[config.mk]
export PLATFORM = sky130hd
export DESIGN_NAME = wb_io_arbiter
export DESIGN_NICKNAME = d
export VERILOG_FILES = /design/src/rtl/wb_io_pkg.sv /design/src/rtl/wb_rr_arb2.sv /design/src/rtl/wb_io_arbiter.sv
export SDC_FILE = /design/constraint.sdc
export NUM_CORES = 1
export LEC_CHECK = 0
export ABC_AREA = 0
export CORE_AREA = 3 3 121 123
export CTS_BUF_LIST = sky130_fd_sc_hd__clkbuf_2 sky130_fd_sc_hd__clkbuf_4 sky130_fd_sc_hd__clkbuf_8
export DETAILED_ROUTE_END_ITERATION = 8
export DIE_AREA = 0 0 124 126
export HOLD_SLACK_MARGIN = 0.05
export PLACE_DENSITY = 0.52
export SYNTH_ARGS = -nofsm -noshare
export SYNTH_HDL_FRONTEND = slang
export SYNTH_HIERARCHICAL = 1
export SYNTH_SLANG_ARGS = --single-unit
[constraint.sdc]
create_clock -name clk -period 1.9 [get_ports clk]
set_input_delay 0.19 -clock clk [delete_from_list [all_inputs] [get_ports clk]]
set_output_delay 0.19 -clock clk [all_outputs]
set_load 0.005 [all_outputs]
[src/rtl/wb_io_pkg.sv]
// -----------------------------------------------------------------------------
// wb_io_pkg
// Shared types and defaults for the Wishbone IO arbiter slice.
//   state_e              : arbiter FSM states (IDLE / GNT_M0 / GNT_M1)
//   mst_e                : master index (M0 = core data, M1 = debug/JTAG)
//   TIMEOUT_CYC_DEFAULT  : default ACK timeout in cycles
//   other_mst()          : returns the opposite master index
// -----------------------------------------------------------------------------
package wb_io_pkg;

    typedef enum logic [1:0] {
        IDLE   = 2'd0,
        GNT_M0 = 2'd1,
        GNT_M1 = 2'd2
    } state_e;

    typedef enum logic {
        MST_M0 = 1'b0,
        MST_M1 = 1'b1
    } mst_e;

    localparam int unsigned TIMEOUT_CYC_DEFAULT = 255;

    function automatic mst_e other_mst(input mst_e m);
        return (m == MST_M0) ? MST_M1 : MST_M0;
    endfunction

endpackage

[src/rtl/wb_rr_arb2.sv]
// -----------------------------------------------------------------------------
// wb_rr_arb2
// Two-way round-robin grant decision, purely combinational.
// Ports:
//   req0_i / req1_i : request from master 0 / master 1
//   last_i          : master that received the previous grant
//   valid_o         : at least one request present
//   gnt_o           : master to grant (meaningful only when valid_o = 1)
// On a tie the master NOT recorded in last_i wins.
// -----------------------------------------------------------------------------
module wb_rr_arb2
    import wb_io_pkg::*;
(
    input  logic req0_i,
    input  logic req1_i,
    input  mst_e last_i,
    output logic valid_o,
    output mst_e gnt_o
);

    always_comb begin
        valid_o = req0_i | req1_i;
        gnt_o   = MST_M0;
        if (req0_i && req1_i) begin
            gnt_o = other_mst(last_i);
        end else if (req1_i) begin
            gnt_o = MST_M1;
        end
    end

endmodule

[src/rtl/wb_io_arbiter.sv]
// -----------------------------------------------------------------------------
// wb_io_arbiter
// Two-master (core M0, debug M1) to one IO slave Wishbone arbiter.
// Grants are held for the whole owner cycle (bursts stay with one owner) and
// one IDLE cycle separates successive grants. Slave signals are a
// combinational mux of the owner's request, so the first transfer appears one
// cycle after cyc is raised (the cycle in which the grant is registered).
// Ports:
//   clk, reset_n                       : clock, async active-low reset
//   m0_adr/dat_w/sel/we/cyc/stb (in)   : core master request
//   m0_dat_r/ack/err (out)             : core master response
//   m1_* (same as m0)                  : debug master request/response
//   s_adr/dat_w/sel/we/cyc/stb (out)   : IO slave request
//   s_dat_r/ack (in)                   : IO slave response
// Build option:
//   WB_IO_ARB_TIMEOUT_EN : enables the ACK timeout (owner err pulse after
//                          TIMEOUT_CYC stalled strobe cycles). Undefined: no
//                          counter, err outputs tied low.
// -----------------------------------------------------------------------------
module wb_io_arbiter
    import wb_io_pkg::*;
#(
    parameter int unsigned ADDR_W      = 32,
    parameter int unsigned DATA_W      = 32,
    parameter int unsigned TIMEOUT_CYC = TIMEOUT_CYC_DEFAULT
) (
    input  logic                clk,
    input  logic                reset_n,

    input  logic [ADDR_W-1:0]   m0_adr,
    input  logic [DATA_W-1:0]   m0_dat_w,
    input  logic [DATA_W/8-1:0] m0_sel,
    input  logic                m0_we,
    input  logic                m0_cyc,
    input  logic                m0_stb,
    output logic [DATA_W-1:0]   m0_dat_r,
    output logic                m0_ack,
    output logic                m0_err,

    input  logic [ADDR_W-1:0]   m1_adr,
    input  logic [DATA_W-1:0]   m1_dat_w,
    input  logic [DATA_W/8-1:0] m1_sel,
    input  logic                m1_we,
    input  logic                m1_cyc,
    input  logic                m1_stb,
    output logic [DATA_W-1:0]   m1_dat_r,
    output logic                m1_ack,
    output logic                m1_err,

    output logic [ADDR_W-1:0]   s_adr,
    output logic [DATA_W-1:0]   s_dat_w,
    output logic [DATA_W/8-1:0] s_sel,
    output logic                s_we,
    output logic                s_cyc,
    output logic                s_stb,
    input  logic [DATA_W-1:0]   s_dat_r,
    input  logic                s_ack
);

    state_e state_q, state_d;
    mst_e   last_q, last_d;
    logic   arb_valid;
    mst_e   arb_gnt;
    logic   tmo_hit;

    wb_rr_arb2 u_arb (
        .req0_i  (m0_cyc),
        .req1_i  (m1_cyc),
        .last_i  (last_q),
        .valid_o (arb_valid),
        .gnt_o   (arb_gnt)
    );

    // Reset leaves last_q = M1 so that M0 wins the first tie.
    always_ff @(posedge clk or negedge reset_n) begin
        if (!reset_n) begin
            state_q <= IDLE;
            last_q  <= MST_M1;
        end else begin
            state_q <= state_d;
            last_q  <= last_d;
        end
    end

    always_comb begin
        state_d = state_q;
        last_d  = last_q;
        case (state_q)
            IDLE: begin
                if (arb_valid) begin
                    state_d = (arb_gnt == MST_M0) ? GNT_M0 : GNT_M1;
                    last_d  = arb_gnt;
                end
            end
            GNT_M0:  if (!m0_cyc) state_d = IDLE;
            GNT_M1:  if (!m1_cyc) state_d = IDLE;
            default: state_d = IDLE;
        endcase
    end

    // Outputs decode only from the asynchronously reset state register, so
    // asserting reset_n forces every slave/ack/err output low immediately.
    always_comb begin
        s_adr   = '0;
        s_dat_w = '0;
        s_sel   = '0;
        s_we    = 1'b0;
        s_cyc   = 1'b0;
        s_stb   = 1'b0;
        m0_ack  = 1'b0;
        m0_err  = 1'b0;
        m1_ack  = 1'b0;
        m1_err  = 1'b0;
        case (state_q)
            GNT_M0: begin
                s_adr   = m0_adr;
                s_dat_w = m0_dat_w;
                s_sel   = m0_sel;
                s_we    = m0_we;
                s_cyc   = m0_cyc;
                s_stb   = m0_stb & ~tmo_hit;
                m0_ack  = s_ack & ~tmo_hit;
                m0_err  = tmo_hit;
            end
            GNT_M1: begin
                s_adr   = m1_adr;
                s_dat_w = m1_dat_w;
                s_sel   = m1_sel;
                s_we    = m1_we;
                s_cyc   = m1_cyc;
                s_stb   = m1_stb & ~tmo_hit;
                m1_ack  = s_ack & ~tmo_hit;
                m1_err  = tmo_hit;
            end
            default: ;
        endcase
    end

    assign m0_dat_r = s_dat_r;
    assign m1_dat_r = s_dat_r;

`ifdef WB_IO_ARB_TIMEOUT_EN
    localparam int unsigned         TMO_W   = $clog2(TIMEOUT_CYC + 1);
    localparam logic [TMO_W-1:0]    TMO_MAX = TMO_W'(TIMEOUT_CYC);

    logic [TMO_W-1:0] tmo_q, tmo_d;

    // The hit cycle is the one after the count reaches TIMEOUT_CYC; strobe is
    // masked during it, so the count restarts from zero afterwards.
    assign tmo_hit = (state_q != IDLE) && (tmo_q == TMO_MAX);

    always_comb begin
        tmo_d = tmo_q;
        if ((state_q == IDLE) || (state_d != state_q) || tmo_hit || s_ack) begin
            tmo_d = '0;
        end else if (s_stb && (tmo_q != TMO_MAX)) begin
            tmo_d = tmo_q + 1'b1;
        end
    end

    always_ff @(posedge clk or negedge reset_n) begin
        if (!reset_n) begin
            tmo_q <= '0;
        end else begin
            tmo_q <= tmo_d;
        end
    end
`else
    assign tmo_hit = 1'b0;
`endif

endmodule

=== Word level (Yosys, flattened, before mapping) ===
Cells that the tools add are included.
Widths: inputs -> output; s select.

* Bitwise gates (word level): 1
* Reductions and logical operators: 4
* Multiplexer cells: 16
* Equality and inequality tests: 5

{| class="wikitable"
|+ Operators with widths
! operator !! number
|-
| $pmux 32 s2 || 2
|-
| $mux 2 || 4
|-
| $pmux 4 s2 || 1
|-
| $ne 2x2->1 const B || 3
|-
| $pmux 1 s2 || 3
|-
| $pmux 2 s3 || 1
|-
| $mux 1 || 5
|-
| $reduce_and 3->1 || 1
|-
| $eq 2x1->1 const B || 1
|-
| $eq 2x2->1 const B || 1
|-
| $logic_not 2->1 || 1
|-
| $reduce_and 2->1 || 1
|-
| $logic_and 1x1->1 || 1
|-
| $or 1x1->1 || 1
|}

* Output and inout bits: 139
* Word-level logic and storage cells: 28
* Bits of input ports: 177
* Register bits: 3

=== Longest topological paths before layout ===
Gate-level depths: netlist of run 1.

* Depth in word-level cells: 5
* Gate-level depth with buffers: 6
* Gate-level depth less buffers: 5

=== Modules after synthesis ===
The synthesis of run 1 kept the hierarchy.

{| class="wikitable"
|+ By module, submodules not included
! module !! cells an instance !! times used !! seq. area each (µm²) !! area each (µm²)
|-
| wb_io_arbiter || 253 || 1 || 76.3 || 1,761.7
|-
| wb_rr_arb2 || 2 || 1 || 0.0 || 13.8
|}

=== Least setup slack after synthesis of run 1 ===
Ideal clock, no wire load.

* Kind: reg2reg
* Start point: register state_q[0]
* End point: register state_q[0]
* Data required time: 1.835 ns
* Setup time: 0.065 ns
* Buffers on the path: 1
* Clock period less this slack: 1.501 ns
* Cell stages (with the launch flop): 7
* Arrival time: 1.436 ns
* Path slack: 0.399 ns
* Cells stage by stage: dfrtp_1 inv_1 ha_1 buf_2 a22o_1 or4b_1 nand2_1

* Word-level cells in the longest chain between the ends: 3
* Elaborated cells between the ends (all ways): 8
* Classes of those cells: 5 x eq/ne; 1 x mux; 2 x reduce/logical

{| class="wikitable"
|+ RTL lines
! what !! RTL line !! RTL
|-
| start, declared || wb_io_arbiter.sv:60 || <nowiki>state_e state_q, state_d;</nowiki>
|-
| start signal, assigned || wb_io_arbiter.sv:80 || <nowiki>state_q <= state_d;</nowiki>
|-
| $eq 2x2->1, or another cell as far along || wb_io_arbiter.sv:88 || <nowiki>case (state_q)</nowiki>
|-
| $ne 2x2->1 (no source line) || -- ||
|-
| $reduce_and 3->1 (no source line) || -- ||
|}

Parallel ways exist; a longest one is shown, timed or not.
A chain may end at the register's enable or synchronous reset.

=== Worst setup path after layout of run 1 ===
* Start point: register state_q[1]
* End point: output s_dat_w[23]

* Word-level cells in the longest chain between the ends: 2
* Elaborated cells between the ends (all ways): 3
* Classes of those cells: 2 x eq/ne; 1 x mux

{| class="wikitable"
|+ RTL lines
! what !! RTL line !! RTL
|-
| $eq 2x2->1 / $eq 2x1->1 (equally long branches) || wb_io_arbiter.sv:114 || <nowiki>case (state_q)</nowiki>
|-
| $pmux 32 s2 * || wb_io_arbiter.sv:114 ||
|-
| end, declared || wb_io_arbiter.sv:51 || <nowiki>output logic [DATA_W-1:0] s_dat_w,</nowiki>
|}

Mark *: on every way between the ends. The rest lies on a longest branch, timed or not.

==> results of run 1 <==
[metrics by stage]
step	power, mW	TNS (ns)	cells	worst slack (ns)
6_report	4.64	0	602	0.00794
5_1_grt	5.01	-0.386	602	-0.0411
4_1_cts	4.51	-2.29	597	-0.197
3_5_place_dp	3.28	-2.97	576	-0.117
3_3_place_gp	3.24	-0.763	576	-0.104
2_1_floorplan	1.66	0	256	0.399
[routing by layer]
layer  global-route usage, %  vias up
li1                        -     1157
met1                    12.4     1135
met2                    21.0      145
met3                    2.74       27
met4                    3.03        0
met5                       0        -
[worst paths after layout]
| kind | endpoint | start | cells after the start |
|---|---|---|---|
| max in group asynchronous | last_q | reset_n | 1 |
| worst min register to register | last_q | last_q | 2 |
| worst max-delay path | s_dat_w[23] | state_q[1] | 7 |
| min in group clk | m0_dat_r[24] | s_dat_r[24] | 0 |
| worst min-delay path | state_q[1] | reset_n | 1 |
| worst max register to register | state_q[0] | state_q[0] | 6 |
[logic make-up after synthesis]
logic type,count (synthesis),share of synthesized area [%]
fa+ha+maj,3,2.11
compound gates,75,31.4
flops,3,4.30
simple gates,81,28.1
other cells,1,0.211
buf+inv,92,33.9
[worst max-delay path, cell delays in order, from the launching register on]
cell and delay (ns):
dfrtp_1 0.39, buf_6 0.13, ha_4 0.16, buf_4 0.14, buf_12 0.15, a22oi_1 0.18, nor2b_1 0.06, dlygate4sd2_1 0.26
[what timing repair did]
item | in CTS | in global routing
setup buffers | 11 | 8
pin swaps | 2 | 4
cloned | 6 | 1
resized for setup | 194 | 69
setup endpoints to repair | 73 | 61
[final cells by class]
cell class | count | area (um^2)
clock buffer | 4 | 48.8
multi-input combinational | 161 | 1400
tap | 180 | 225
fill | 1484 | 9500
sequential | 3 | 77.6
inverter | 3 | 13.8
timing repair buffer | 251 | 2510
[cells in the final DEF, fill, tap and decap left out, types with 3 or more instances in the layout]
master           synthesis  routed
nor2b_2                  0       5
clkbuf_8                 0       3
buf_4                   66       9
dlygate4sd2_1            0      35
nor2b_1                 71      60
clkbuf_2                 0       4
a22oi_1                 70      30
clkdlybuf4s15_1          0       3
nand2_1                  4       4
buf_2                    1      28
a22oi_2                  0      40
ha_4                     0       3
buf_12                   0      13
clkdlybuf4s50_1          0     144
buf_6                    1       8
o21ai_0                  3       3
nor2b_4                  0       6
[state kept, by name, summed over array words and instances, names as in the netlist]
| register | flops |
|---|---|
| last_q | 1 |
| state_q | 2 |
[power by group]
group          total, mW  internal [mW]  switching [mW]
Sequential         0.125         0.0994          0.0258
Combinational       4.31           2.62            1.70
Clock              0.200          0.157          0.0425
Total               4.64           2.87            1.76
==> summary.txt, run 1 <==
Outcome
  • Outcome: finished, final reports clean

Global routing
  • Number of global-route vias before repair: 2600
  • Global-route wire length before repair: 14.0 mm
  • Gr usage total: 11.2%
  • Largest net degree at the start of global routing: 24
  • Initial antenna violation count: 0
  • Total gr overflow: 0

CTS
  • H-tree levels: 1
  • Clk pin slew, worst setup/hold paths: 0.03 ns
  • Longest Clk Path Bufs: 2
  • CTS Root Cell: clkbuf_8
  • Worst skew pair latency: 0.21 ns
  • CTS Hold Bufs: 0
  • TritonCTS clock tree: built
  • Clock sink total: 3
  • CTS Buf Count: 3

Final layout
  • Final Util: 31.0%
  • Area Overhead vs Synth: 141%
  • N_diodes: 0
  • Share of cells above drive strength 1: 31.0%
  • Nets@finish: 603
  • Design area: 4280 um^2

Timing
  • Final Skew: 0.000546 ns
  • WHS: 0.163 ns
  • Setup violations, final: 0
  • Final Cycle Share: 99.6%
  • Final Hold Vio Count: 0
  • Final min period: 1.89 ns
  • RSZ-0062 raised after global routing: yes
  • Peak Freq: 0.529 GHz
  • Pins Over Slew Limit: 0

Pwr
  • Worst vdd ir: 0.000474 V
  • PD cells: 1090 nW/um^2
  • P_leak: 1.71 nW

Placement
  • Post-DP HPWL: 7.26 mm
  • Port-buffer cells: 217
  • Placed cell areas: 3750 um^2
  • Final GP Congestion: 0.688

Critical path
  • Startpoint types: register
  • Reg-to-reg slack, setup: 0.12 ns
  • CP Max Fanout: 18
  • Worst EP arrival: 1.70 ns
  • Setup CP Type: register to output pin
  • CP required: 1.71 ns
  • CP Capture Type: output pin

Routing
  • DR DRC count: 0
  • Antenna Violating Nets Remaining: 0
  • Routed Wire Length: 9.87 mm
  • Met2 wire len: 5.11 mm
  • Highest routed layer: met4
  • Met3 routed WL: 1.08 mm
  • M1 WL: 3.46 mm
  • Initial drt markers: 44
  • Via Count: 2464
  • Routed len/inst: 16.4 um
  • Drt pass-1 iters: 3
  • DR vias/cell: 4.09

Floorplanning
  • Die width: 124 um
  • Die footprint: 15600 um^2
  • Row count: 43
  • Die height: 126 um
  • Starting density of the core: 12.9%
  • Io pins: 316
  • Core area: 13800 um^2

Yosys
  • Post-Syn Instances: 255
  • Synthesized area: 1780 um^2
  • Synth top area share: 29.6%
  • Synth area leaders: a22oi_1 30%, buf_4 28%, nor2b_1 25%
  • Syn avg cell area: 6.96 um^2
  • #FFs+latches synth: 3
  • Post-synthesis cell type count: 19
  • Syn. warnings: 6
  • Main synth FF type: dfrtp_1
  • Most frequent cell after synthesis: nor2b_1
  • Seq/Total Area, Yosys: 4.30%
  • Post-synth EDFFs: 0
  • Commonest cells post-synth: 71 x nor2b_1, 70 x a22oi_1, 66 x buf_4, 21 x clkbuf_1, 4 x nand2_1
  • Share of synthesized registers carrying an async set or reset: 100%
  • Leading area contributor after synthesis: a22oi_1

Worst hold path
  • Tightest Hold Check Type: primary input to async pin

Run
  • Max cap viols: 0
Power figures use the tool's default switching activity.
==> run 2, diff against run 1 <==
--- a/config.mk
+++ b/config.mk
@@ -10,7 +10,7 @@
 export CTS_BUF_LIST = sky130_fd_sc_hd__clkbuf_2 sky130_fd_sc_hd__clkbuf_4 sky130_fd_sc_hd__clkbuf_8
 export DETAILED_ROUTE_END_ITERATION = 8
 export DIE_AREA = 0 0 124 126
-export HOLD_SLACK_MARGIN = 0.05
+export HOLD_SLACK_MARGIN = 0.02
 export PLACE_DENSITY = 0.52
 export SYNTH_ARGS = -nofsm -noshare
 export SYNTH_HDL_FRONTEND = slang
==> results of run 2 <==
Final layout, timing and power as in run 1 (identical DEF).
